File: src/rtl/l1_i_pkg.sv
// Shared types and default geometry for the L1 instruction-cache controller.
// Optional performance counters are enabled with `L1_I_PERF_CNT_EN.
package l1_i_pkg;

    localparam int unsigned DEF_ADDR_W   = 32;
    localparam int unsigned DEF_INDEX_W  = 6;
    localparam int unsigned DEF_OFFSET_W = 6;
    localparam int unsigned DEF_TAG_W    = DEF_ADDR_W - DEF_INDEX_W - DEF_OFFSET_W;

    localparam int unsigned OFFSET_LSB = 0;
    localparam int unsigned INDEX_LSB  = DEF_OFFSET_W;
    localparam int unsigned TAG_LSB    = DEF_OFFSET_W + DEF_INDEX_W;

    typedef enum logic [1:0] {
        ST_IDLE,
        ST_COMPARE,
        ST_MISS,
        ST_RESP
    } state_e;

endpackage

File: src/rtl/l1_i_tag_array.sv
// Tag and valid storage for the L1 instruction cache: combinational read,
// single write port for refills, bulk invalidate for flush.
module l1_i_tag_array #(
    parameter int unsigned INDEX_W = 6,
    parameter int unsigned TAG_W   = 20
) (
    input  logic               clk,
    input  logic               nrst,
    input  logic [INDEX_W-1:0] index,
    output logic [TAG_W-1:0]   rd_tag,
    output logic               rd_valid,
    input  logic               wr_en,
    input  logic [TAG_W-1:0]   wr_tag,
    input  logic               clr_all
);

    localparam int unsigned SETS = 1 << INDEX_W;

    logic [SETS-1:0]  valid_q, valid_d;
    logic [TAG_W-1:0] tag_q [SETS];
    logic [TAG_W-1:0] tag_d [SETS];

    always_comb begin
        valid_d = valid_q;
        tag_d   = tag_q;
        if (clr_all) begin
            valid_d = '0;
        end else if (wr_en) begin
            valid_d[index] = 1'b1;
            tag_d[index]   = wr_tag;
        end
    end

    always_ff @(posedge clk or negedge nrst) begin
        if (!nrst) valid_q <= '0;
        else       valid_q <= valid_d;
    end

    // Tags are meaningless while their valid bit is clear, so they carry no reset.
    always_ff @(posedge clk) begin
        tag_q <= tag_d;
    end

    assign rd_tag   = tag_q[index];
    assign rd_valid = valid_q[index];

endmodule

File: src/rtl/l1_i_controller.sv
// L1 instruction-cache control FSM: hit/miss decision, L2 line refill, core handshake.
// Define `L1_I_PERF_CNT_EN to add saturating hit_cnt / miss_cnt outputs.
module l1_i_controller
    import l1_i_pkg::*;
#(
    parameter int unsigned ADDR_W   = DEF_ADDR_W,
    parameter int unsigned INDEX_W  = DEF_INDEX_W,
    parameter int unsigned OFFSET_W = DEF_OFFSET_W
) (
    input  logic                clk,
    input  logic                nrst,
    input  logic                read_C_L1,
    input  logic [ADDR_W-1:0]   address,
    input  logic                flush,
    output logic                stall_L1_C,
    output logic                ready_L1_C,
    output logic                read_L1_L2,
    output logic [ADDR_W-1:0]   addr_L1_L2,
    input  logic                ready_L2_L1,
    output logic [INDEX_W-1:0]  index,
    output logic [OFFSET_W-1:0] offset,
    output logic                refill,
    output logic                update
`ifdef L1_I_PERF_CNT_EN
    ,
    output logic [31:0]         hit_cnt,
    output logic [31:0]         miss_cnt
`endif
);

    localparam int unsigned TAG_W = ADDR_W - INDEX_W - OFFSET_W;

    state_e              state_q, state_d;
    logic [ADDR_W-1:0]   req_addr_q, req_addr_d;
    logic [TAG_W-1:0]    req_tag, rd_tag;
    logic                rd_valid, hit, clr_all;

    assign req_tag = req_addr_q[ADDR_W-1 -: TAG_W];
    assign index   = req_addr_q[OFFSET_W +: INDEX_W];
    assign offset  = req_addr_q[OFFSET_W-1:0];
    assign hit     = rd_valid && (rd_tag == req_tag);
    assign clr_all = (state_q == ST_IDLE) && flush;

    l1_i_tag_array #(
        .INDEX_W (INDEX_W),
        .TAG_W   (TAG_W)
    ) u_tag_array (
        .clk      (clk),
        .nrst     (nrst),
        .index    (index),
        .rd_tag   (rd_tag),
        .rd_valid (rd_valid),
        .wr_en    (refill),
        .wr_tag   (req_tag),
        .clr_all  (clr_all)
    );

    always_comb begin
        state_d    = state_q;
        req_addr_d = req_addr_q;
        unique case (state_q)
            ST_IDLE: begin
                if (!flush && read_C_L1) begin
                    req_addr_d = address;
                    state_d    = ST_COMPARE;
                end
            end
            ST_COMPARE: state_d = hit ? ST_RESP : ST_MISS;
            ST_MISS:    if (ready_L2_L1) state_d = ST_COMPARE;
            ST_RESP: begin
                if (read_C_L1) begin
                    req_addr_d = address;
                    state_d    = ST_COMPARE;
                end else begin
                    state_d = ST_IDLE;
                end
            end
            default:    state_d = ST_IDLE;
        endcase
    end

    always_ff @(posedge clk or negedge nrst) begin
        if (!nrst) begin
            state_q    <= ST_IDLE;
            req_addr_q <= '0;
        end else begin
            state_q    <= state_d;
            req_addr_q <= req_addr_d;
        end
    end

    // Outputs decode straight from the state flop; refill is the only combinational path.
    assign stall_L1_C = (state_q == ST_COMPARE) || (state_q == ST_MISS);
    assign ready_L1_C = (state_q == ST_RESP);
    assign read_L1_L2 = (state_q == ST_MISS);
    assign refill     = (state_q == ST_MISS) && ready_L2_L1;
    assign addr_L1_L2 = {req_addr_q[ADDR_W-1:OFFSET_W], {OFFSET_W{1'b0}}};
    assign update     = 1'b0;

`ifdef L1_I_PERF_CNT_EN
    logic [31:0] hit_cnt_q, hit_cnt_d, miss_cnt_q, miss_cnt_d;
    logic        refilled_q, refilled_d;

    // refilled_q marks the post-refill re-compare so it is not counted as a hit.
    always_comb begin
        hit_cnt_d  = hit_cnt_q;
        miss_cnt_d = miss_cnt_q;
        refilled_d = refilled_q;
        if (refill) refilled_d = 1'b1;
        if (state_q == ST_COMPARE) begin
            refilled_d = 1'b0;
            if (hit && !refilled_q && hit_cnt_q != '1) hit_cnt_d = hit_cnt_q + 32'd1;
            if (!hit && miss_cnt_q != '1)              miss_cnt_d = miss_cnt_q + 32'd1;
        end
    end

    always_ff @(posedge clk or negedge nrst) begin
        if (!nrst) begin
            hit_cnt_q  <= '0;
            miss_cnt_q <= '0;
            refilled_q <= 1'b0;
        end else begin
            hit_cnt_q  <= hit_cnt_d;
            miss_cnt_q <= miss_cnt_d;
            refilled_q <= refilled_d;
        end
    end

    assign hit_cnt  = hit_cnt_q;
    assign miss_cnt = miss_cnt_q;
`endif

endmodule

File: config.mk
export PLATFORM = sky130hd
export DESIGN_NAME = l1_i_controller
export DESIGN_NICKNAME = d
export VERILOG_FILES = /design/src/rtl/l1_i_pkg.sv /design/src/rtl/l1_i_tag_array.sv /design/src/rtl/l1_i_controller.sv
export SDC_FILE = /design/constraint.sdc
export NUM_CORES = 1
export LEC_CHECK = 0
export BUFFER_PORTS_ARGS = -buffer_cell sky130_fd_sc_hd__buf_2
export CAP_MARGIN = 20
export CORE_UTILIZATION = 46
export DETAILED_ROUTE_END_ITERATION = 6
export SYNTH_ARGS = -nofsm -noshare
export SYNTH_HDL_FRONTEND = slang
export SYNTH_HIERARCHICAL = 1
export SYNTH_SLANG_ARGS = --single-unit
File: constraint.sdc
create_clock -name clk -period 2.7 [get_ports clk]
set_input_delay 0.54 -clock clk [delete_from_list [all_inputs] [get_ports clk]]
set_output_delay 0.54 -clock clk [all_outputs]
set_load 0.02 [all_outputs]
* Word level (Yosys, flattened, before mapping)
Index checks and enable logic that the tools add are counted.
Storage, ports and cells: bits in writable memories 0, input bits 37, register bits 1378, ROM bits 0, bits in latches 0, output and inout port bits 49, memories kept 0, word-level logic and storage cells 115
Cells by class: add/sub/neg operators 0, reduce and logical (&&, ||, !) cells 14, multiplexer cells 20, $lt $le $gt $ge 4, eq/ne operators 7, div/mod/pow operators 0, bitwise logic cells 3, shift operators 0, $mul 0
Operator list (number):
- $bwmux W1280 | 1
- $mux W64 | 2
- $bmux W20 S6 | 1
- $demux W20 S6 | 1
- $mux W32 | 2
- $or A64 B64 Y64 | 1
- $pmux W32 S2 | 1
- $mux W20 | 3
- $eq A20 B20 Y1 | 1
- $pmux W2 S4 | 1
- $ge A7 B7 Y1 const B | 1
- $lt A6 B7 Y1 const B | 1
- $lt A7 B1 Y1 const B | 1
- $not A6 Y7 | 1
- $bmux W1 S6 | 1
- $demux W1 S6 | 1
- $ge A6 B1 Y1 const B | 1
- $logic_and A1 B1 Y1 | 6
- $eq A2 B2 Y1 const B | 2
- $mux W1 | 4
- $mux W2 | 2
- $ne A2 B1 Y1 const B | 2
- $reduce_and A2 Y1 | 2
- $reduce_bool A2 Y1 | 2
- other kinds (7) | 7

* Longest topological paths before layout
Gate-level depths: netlist (run 1).
depth after elaboration 8, mapped depth 12, depth with buffers taken out 9

* Modules after synthesis
The synthesis (run 1) kept the hierarchy.
By module, submodules not included:
- l1_i_tag_array | seq. area each 40038.4 µm², cells an instance 2306, times used 1, area each 51229.1 µm²
- l1_i_controller | seq. area each 850.8 µm², cells an instance 130, times used 1, area each 1831.8 µm²

* Worst setup path before layout (run 1)
OpenSTA, ideal clock, no wires.
path type register -> register, from register state_q[0], to register u_tag_array/tag_q[820] (netlist name) (enable), path slack -0.446 ns, stages on the path, launching flop included 8, library setup time 0.397 ns, required time 2.303 ns, arrival time 2.749 ns, clock period less this slack 3.146 ns, buffers on the path 1, path through dfrtp_1 inv_1 ha_1 and2_1 nor3b_1 nand3_1 buf_2 nor2_1
Between the ends: elaborated cells on any way between the ends 6, those cells by class eq/ne: 1; bitwise: 1; reduce/logical: 4
RTL lines:
- start: declaration | line l1_i_controller.sv:33 | state_e state_q, state_d;
- start signal: assignment | line l1_i_controller.sv:87 | state_q <= state_d;
- $eq A2 B2 Y1
- named net read_L1_L2 | line l1_i_controller.sv:17 | output logic read_L1_L2,
- $logic_and A1 B1 Y1 | line l1_i_controller.sv:96 | assign refill = (state_q == ST_MISS) && ready_L2_L1;
- named net refill | line l1_i_controller.sv:22 | output logic refill,
- $reduce_and A2 Y1 (no source line)
- end signal: assignment | line l1_i_tag_array.sv:41 | tag_q <= tag_d;
- end: declaration | line l1_i_tag_array.sv:20 | logic [TAG_W-1:0] tag_q [SETS];
The timed path passes the listed nets, and every way through them passes these cells. A chain may end at the register's enable or synchronous reset.

* Worst setup path in the final report (run 1)
from register req_addr_q[6], to register state_q[0]
Between the ends: cells in the longest elaborated chain, start to end 8, elaborated cells on any way between the ends 10, those cells by class eq/ne: 1; mux: 7; bitwise: 1; reduce/logical: 1
RTL lines:
- start: declaration | line l1_i_controller.sv:34 | logic [ADDR_W-1:0] req_addr_q, req_addr_d;
- start signal: assignment | line l1_i_controller.sv:88 | req_addr_q <= req_addr_d;
- $not A6 Y7 (implied by the code) | line l1_i_tag_array.sv:44 | assign rd_tag = tag_q[index];
- $bmux W20 S6 | line l1_i_tag_array.sv:44
- $mux W20 (implied by the code) (2 in a row) | line l1_i_tag_array.sv:44
- named net rd_tag[2] | line l1_i_controller.sv:35 | logic [TAG_W-1:0] req_tag, rd_tag;
- $eq A20 B20 Y1 | line l1_i_controller.sv:41 | assign hit = rd_valid && (rd_tag == req_tag);
- $logic_and A1 B1 Y1 | line l1_i_controller.sv:41
- $mux W1 | line l1_i_controller.sv:68 | ST_COMPARE: state_d = hit ? ST_RESP : ST_MISS;
- $pmux W2 S4 | line l1_i_controller.sv:61 | unique case (state_q)
The timed path passes the listed nets, and every way through them passes these cells. The select of a mux whose other input is x is not followed.

==> flow_metrics.env, run 1 <==
export IMPL_violations="setup timing"
export IMPL_viasPerCell=5.97
export IMPL_cp_end_kind="flip-flop"
export IMPL_yosysUniqueCellTypes=59
export IMPL_intPower_mw=48.4
export IMPL_start_kind="flip-flop"
export IMPL_postSynth_asyncResetShare_pct=7.11
export IMPL_setup_viol=1
export IMPL_syn_to_final_growth_pct=23.1
export IMPL_reg2reg_depth=14
export IMPL_cts_tree="done"
export IMPL_fillers=8281
export IMPL_place_ws_ns=-0.840
export IMPL_crit_cells=14
export IMPL_syn_inst=2436
export IMPL_fin_cells=4648
export IMPL_path_class="flip-flop to flip-flop"
export IMPL_place_congestion=0.880
export IMPL_rows=124
export IMPL_grt_pass1_wl_microns=204000
export IMPL_grt_start_max_net_pins=71
export IMPL_vias=27700
export IMPL_synth_edff_count=1280
export IMPL_yosysTopAreaCell="edfxtp_1"
export IMPL_worst_slack_ns=-0.650
export IMPL_max_freq_mhz=298
export IMPL_clk_pin_slew_ns=0.07
export IMPL_dpl_cell_area_sq_um=59500
export IMPL_rsz0062_at_grt="yes"
export IMPL_max_stage_delay_ns=0.53
export IMPL_slew_headroom_pct=43.2
export IMPL_finClkSkew_ns=0.0384
export IMPL_min_period_over_period_pct=124
export IMPL_synth_ff_type="edfxtp_1"
export IMPL_clock_latency_ns=0.78
export IMPL_syn_area_per_cell_sq_um=21.8
export IMPL_ant_nets=0
export IMPL_peakVddDrop_uv=1400
export IMPL_holdCritPathClass="input pin to flip-flop"
export IMPL_swShare_pct=32.0
export IMPL_post_route_min_period_ns=3.35
export IMPL_drc=0
export IMPL_hpwl_microns=91100
export IMPL_antenna_found_initial=6
export IMPL_initial_utilization_pct=46.4
export IMPL_synth_top_area_share_pct=72.4
export IMPL_drtPass1Iterations=5
export IMPL_h_tree_depth=4
export IMPL_power_leakage_nw=21.6
export IMPL_ys_warn_count=6
export IMPL_dpl_cell_count=4315
export IMPL_gr_total_overflow=0
export IMPL_cts_root_buffer="clkbuf_16"
export IMPL_cp_data_required_time_ns=3.39
export IMPL_numCtsBuffers=141
export IMPL_dieArea_sq_um=117000
export IMPL_holdPathStages=2
export IMPL_fin_nets=3065
export IMPL_synth_area_leaders="edfxtp_1 (72%), mux4_2 (14%), dfrtp_1 (4.6%), a22oi_1 (2.2%), mux2_4 (0.85%)"
export IMPL_outcome="finished with violations"
export IMPL_drive_gt1_share_pct=40.9
export IMPL_worstPathCellList="buf_12 > buf_16 > buf_12 > buf_8 > buf_4 > buf_6 > mux4_2 > a22oi_2 > nand4_1 > or2_1 > xor2_1 > nor4_1 > nand4_1 > o21ai_1"
export IMPL_track_usage_pct=24.8
export IMPL_ios=86
export IMPL_synth_cell_area_sq_um=53100
export IMPL_clockBufferDepth=3
export IMPL_die_height_microns=342
export IMPL_wl_per_cell_microns=30.7
export IMPL_combPwrFrac_pct=33.7
export IMPL_grt_pass1_vias=28600
export IMPL_finalWirelength_microns=143000
export IMPL_seqPwrFrac_pct=39.8
export IMPL_fp_dieW_microns=342
export IMPL_crit_family="simple AND/OR/NAND/NOR gates"
export IMPL_slowest_stage="dfrtp_4"
export IMPL_core_area_sq_um=114000
export IMPL_hold_viol_final=0
export IMPL_critPathMaxFanout=7
export IMPL_critPathBufInv=6
export IMPL_ys_seq_area_share_pct=77.1
export IMPL_port_buffers=78
export IMPL_worst_pin_slew_ns=0.852
export IMPL_synth_most_common_cell="edfxtp_1"
export IMPL_final_area_sq_um=65300
export IMPL_crit_arrival_ns=4.04
export IMPL_synth_commonest_cells="edfxtp_1 (1280), mux4_2 (332), a22oi_1 (156)"
export IMPL_power_density_nw_per_um2=1090
export IMPL_power_switching_mw=22.8
export IMPL_clkSinkCount=1378
export IMPL_drv_cap=0
export IMPL_synth_seq_cells=1378
export IMPL_clkPwrFrac_pct=26.5
export IMPL_slew_viol_final=0
export IMPL_drt_iter0_markers=3008
==> layout make-up <==
class | count | area [sq um] | area share (%)
diodes | 2 | 5.00 | 0.00766
clock buffers | 170 | 3660 | 5.60
clock inverters | 83 | 825 | 1.26
inverters | 67 | 251 | 0.385
multi-input cells | 841 | 11600 | 17.8
flip-flops and latches | 1378 | 40900 | 62.6
well taps | 1512 | 1890 | 2.90
repair buffers | 595 | 6180 | 9.45
==> per-stage QoR <==
| stage | power, mW | setup TNS, ns | hold slack, ns | utilization [%] |
|---|---|---|---|---|
| 2_1_floorplan | 40.1 | -230.36 | 0.244 | - |
| 3_3_place_gp | 50.4 | -0.788 | 0.444 | 52.1 |
| 3_5_place_dp | 50.8 | -0.840 | 0.459 | 52.1 |
| 4_1_cts | 71.1 | -0.595 | 0.0131 | 56.9 |
| 5_1_grt | 73.6 | -0.766 | 0.0528 | 57.1 |
| 6_report | 71.2 | -0.650 | 0.0638 | 57.1 |
==> repair_timing <==
action | CTS | global route
cloned | 4 | 0
setup endpoints to repair | 1 | 8
setup buffers | 33 | 18
pin swaps | 21 | 17
hold buffers | 24 | 0
endpoints found under the hold margin | 40 | 0
gates resized for setup | 77 | 22
==> cells in the final DEF (no fill, tap or decap), drive strengths merged, types with 19 or more instances in the layout <==
master,netlist,routed
edfxtp,1280,1280
buf,91,570
mux4,332,332
clkbuf,65,170
a22oi,156,156
dfrtp,98,98
nor2,75,75
inv,67,73
clkinv,0,67
o22ai,65,65
nand4,39,39
mux2,36,36
dlygate4sd3,0,24
or2,19,19
==> final timing paths <==
path | to | startpoint | slack, ns
setup reg to reg | state_q[0]$_DFFE_PN0P_ | req_addr_q[6]$_DFFE_PN0P_ | -0.65
hold reg to reg | req_addr_q[1]$_DFFE_PN0P_ | req_addr_q[1]$_DFFE_PN0P_ | 0.51
min in group asynchronous | req_addr_q[14]$_DFFE_PN0P_ | nrst | 0.22
hold / removal | req_addr_q[22]$_DFFE_PN0P_ | address[22] | 0.06
setup / recovery | state_q[0]$_DFFE_PN0P_ | req_addr_q[6]$_DFFE_PN0P_ | -0.65
max in group asynchronous | u_tag_array/valid_q[51]$_DFFE_PN0P_ | nrst | 1.77
==> flip-flops by register name, summed over array words and instances (netlist names) <==
| signal | count |
|---|---|
| state_q | 2 |
| req_addr_q | 32 |
| u_tag_array/valid_q | 64 |
| u_tag_array/tag_q | 1280 |
==> kinds of logic after synthesis <==
kind of cell    share of synthesized area (%)
simple gates                             1.98
other cells                           0.00707
fa+ha+maj                              0.0943
buf+inv                                  2.07
flops                                    77.1
compound gates                           3.28
xor+xnor                                0.330
mux                                      15.2
==> power groups by stage <==
stage | Combinational, mW | Sequential (mW) | Clock [mW]
finish | 24.0 | 28.3 | 18.9
global route | 25.2 | 28.4 | 20.0
CTS | 23.5 | 28.4 | 19.2
floorplan | 10.7 | 29.4 | 0
detailed placement | 22.0 | 28.9 | 0
global placement | 21.6 | 28.8 | 0
==> metal layers <==
metal | track usage, % | share of wire, %
met1 | 33.2 | 40
met2 | 40.7 | 50
met3 | 4.61 | 7.4
met4 | 9.43 | 3.4
met5 | 0 | 0.0091
Note: power is estimated with default switching activity, not from simulation.
==> run 2, diff against run 1 <==
- SKIP_CTS_REPAIR_TIMING: unset -> 1
==> flow_metrics.env, run 2 (synthesized netlist as in run 1, its figures left out) <==
export IMPL_dieArea_sq_um=117000
export IMPL_core_area_sq_um=114000
export IMPL_combPwrFrac_pct=32.9
export IMPL_post_route_min_period_ns=3.35
export IMPL_clock_latency_ns=0.78
export IMPL_slew_headroom_pct=44.2
export IMPL_path_class="flip-flop to flip-flop"
export IMPL_drtPass1Iterations=7
export IMPL_syn_to_final_growth_pct=22.1
export IMPL_finClkSkew_ns=0.0413
export IMPL_fp_dieW_microns=342
export IMPL_start_kind="flip-flop"
export IMPL_worstPathCellList="buf_12 > buf_16 > buf_16 > mux4_2 > a22oi_1 > buf_4 > nand4_1 > buf_4 > or2_1 > xor2_1 > nor4_2 > nand4_1 > o21ai_1"
export IMPL_power_leakage_nw=21.4
export IMPL_slew_viol_final=0
export IMPL_h_tree_depth=4
export IMPL_drc=0
export IMPL_drt_iter0_markers=2821
export IMPL_max_freq_mhz=298
export IMPL_grt_start_max_net_pins=71
export IMPL_cp_data_required_time_ns=3.39
export IMPL_clkSinkCount=1378
export IMPL_cts_root_buffer="clkbuf_16"
export IMPL_hold_viol_final=0
export IMPL_critPathBufInv=5
export IMPL_gr_total_overflow=0
export IMPL_ant_nets=0
export IMPL_grt_pass1_vias=28200
export IMPL_place_congestion=0.880
export IMPL_worst_slack_ns=-0.653
export IMPL_vias=27400
export IMPL_grt_pass1_wl_microns=201000
export IMPL_viasPerCell=5.91
export IMPL_ios=86
export IMPL_intPower_mw=47.9
export IMPL_die_height_microns=342
export IMPL_clk_pin_slew_ns=0.07
export IMPL_track_usage_pct=24.6
export IMPL_fin_nets=3053
export IMPL_seqPwrFrac_pct=40.3
export IMPL_peakVddDrop_uv=1410
export IMPL_rows=124
export IMPL_clkPwrFrac_pct=26.8
export IMPL_hpwl_microns=91100
export IMPL_worst_pin_slew_ns=0.837
export IMPL_holdCritPathClass="input pin to flip-flop"
export IMPL_final_common_cell="edfxtp_1"
export IMPL_critPathMaxFanout=16
export IMPL_drv_cap=0
export IMPL_power_density_nw_per_um2=1090
export IMPL_crit_arrival_ns=4.04
export IMPL_mostFrequentLayoutCells="edfxtp_1 (1280), buf_4 (366), mux4_2 (332), a22oi_1 (144), clkbuf_16 (141)"
export IMPL_antenna_found_initial=5
export IMPL_top_regs="u_tag_array/tag_q: 1280 flops, u_tag_array/valid_q: 64 flops, req_addr_q: 32 flops"
export IMPL_cp_end_kind="flip-flop"
export IMPL_drive_gt1_share_pct=40.2
export IMPL_rsz0062_at_grt="yes"
export IMPL_largest_register="u_tag_array/tag_q"
export IMPL_cts_tree="done"
export IMPL_outcome="finished with violations"
export IMPL_slowest_stage="mux4_2"
export IMPL_largest_reg_flops=1280
export IMPL_finalWirelength_microns=142000
export IMPL_min_period_over_period_pct=124
export IMPL_initial_utilization_pct=46.4
export IMPL_max_stage_delay_ns=0.52
export IMPL_clockBufferDepth=3
export IMPL_setup_viol=1
export IMPL_numCtsBuffers=141
export IMPL_swShare_pct=31.9
export IMPL_power_switching_mw=22.4
export IMPL_fin_util_pct=56.7
export IMPL_crit_family="buffers and inverters"
export IMPL_total_power_mw=70.4
export IMPL_port_buffers=78
export IMPL_violations="setup timing"
export IMPL_wl_per_cell_microns=30.6
==> run 2: changes by cell type in the layout (fill, tap and decap cells not counted), sizes merged <==
| cell | change |
|---|---|
| dlygate4sd3 | -14 |
| buf | +3 |
| bufbuf | -1 |
| diode | -1 |
==> run 2: worst paths after layout <==
path / start / endpoint / slack (ns) / cells past startpoint
min in group asynchronous: nrst / req_addr_q[14]$_DFFE_PN0P_ / 0.22 / 2
min: address[18] / req_addr_q[18]$_DFFE_PN0P_ / 0.008 / 2
min reg2reg: req_addr_q[2]$_DFFE_PN0P_ / req_addr_q[2]$_DFFE_PN0P_ / 0.51 / 1
max in group asynchronous: nrst / u_tag_array/valid_q[51]$_DFFE_PN0P_ / 1.78 / 3
max reg2reg: req_addr_q[6]$_DFFE_PN0P_ / state_q[0]$_DFFE_PN0P_ / -0.65 / 13
max: req_addr_q[6]$_DFFE_PN0P_ / state_q[0]$_DFFE_PN0P_ / -0.65 / 13
==> run 2: power by group through the flow <==
stage / Clock (mW) / Combinational (mW) / Sequential, mW
final: 18.9 / 23.1 / 28.3
after global routing: 20.0 / 24.4 / 28.4
after CTS: 19.2 / 22.0 / 28.4
after detailed placement: 0 / 22.0 / 28.9
after global placement: 0 / 21.6 / 28.8
after floorplan: 0 / 10.7 / 29.4
==> run 2: final cells by class <==
type                       instances  area (sq um)
multi-input combinational        841         11400
clock buffer                     170          3660
inverter                          67           251
clock inverter                    83           825
sequential                      1378         40900
antenna                            1          2.50
tap                             1512          1890
timing repair buffer             583          5800
fill                            8329         49600
==> run 2: layer usage <==
| metal | up-vias | wire length [microns] | track usage (%) |
|---|---|---|---|
| met2 | 1130 | 70400 | 40.4 |
| met3 | 213 | 11400 | 5.80 |
| met5 | - | 0 | 0 |
| li1 | 11400 | - | - |
| met1 | 14700 | 55200 | 32.1 |
| met4 | 0 | 4680 | 8.79 |
==> run 2: metrics by stage <==
| stage | cell area, sq um | setup slack [ns] | hold WS [ns] | TNS (ns) | std cells |
|---|---|---|---|---|---|
| floorplan | 53200 | -0.314 | 0.244 | -230.36 | 2442 |
| global placement | 59500 | -0.788 | 0.444 | -0.788 | 4315 |
| detailed placement | 59500 | -0.840 | 0.459 | -0.840 | 4315 |
| CTS | 64000 | -0.882 | -0.366 | -0.882 | 4568 |
| global route | 64800 | -0.749 | 0.00202 | -0.810 | 4634 |
| finish | 64800 | -0.653 | 0.00772 | -0.653 | 4635 |
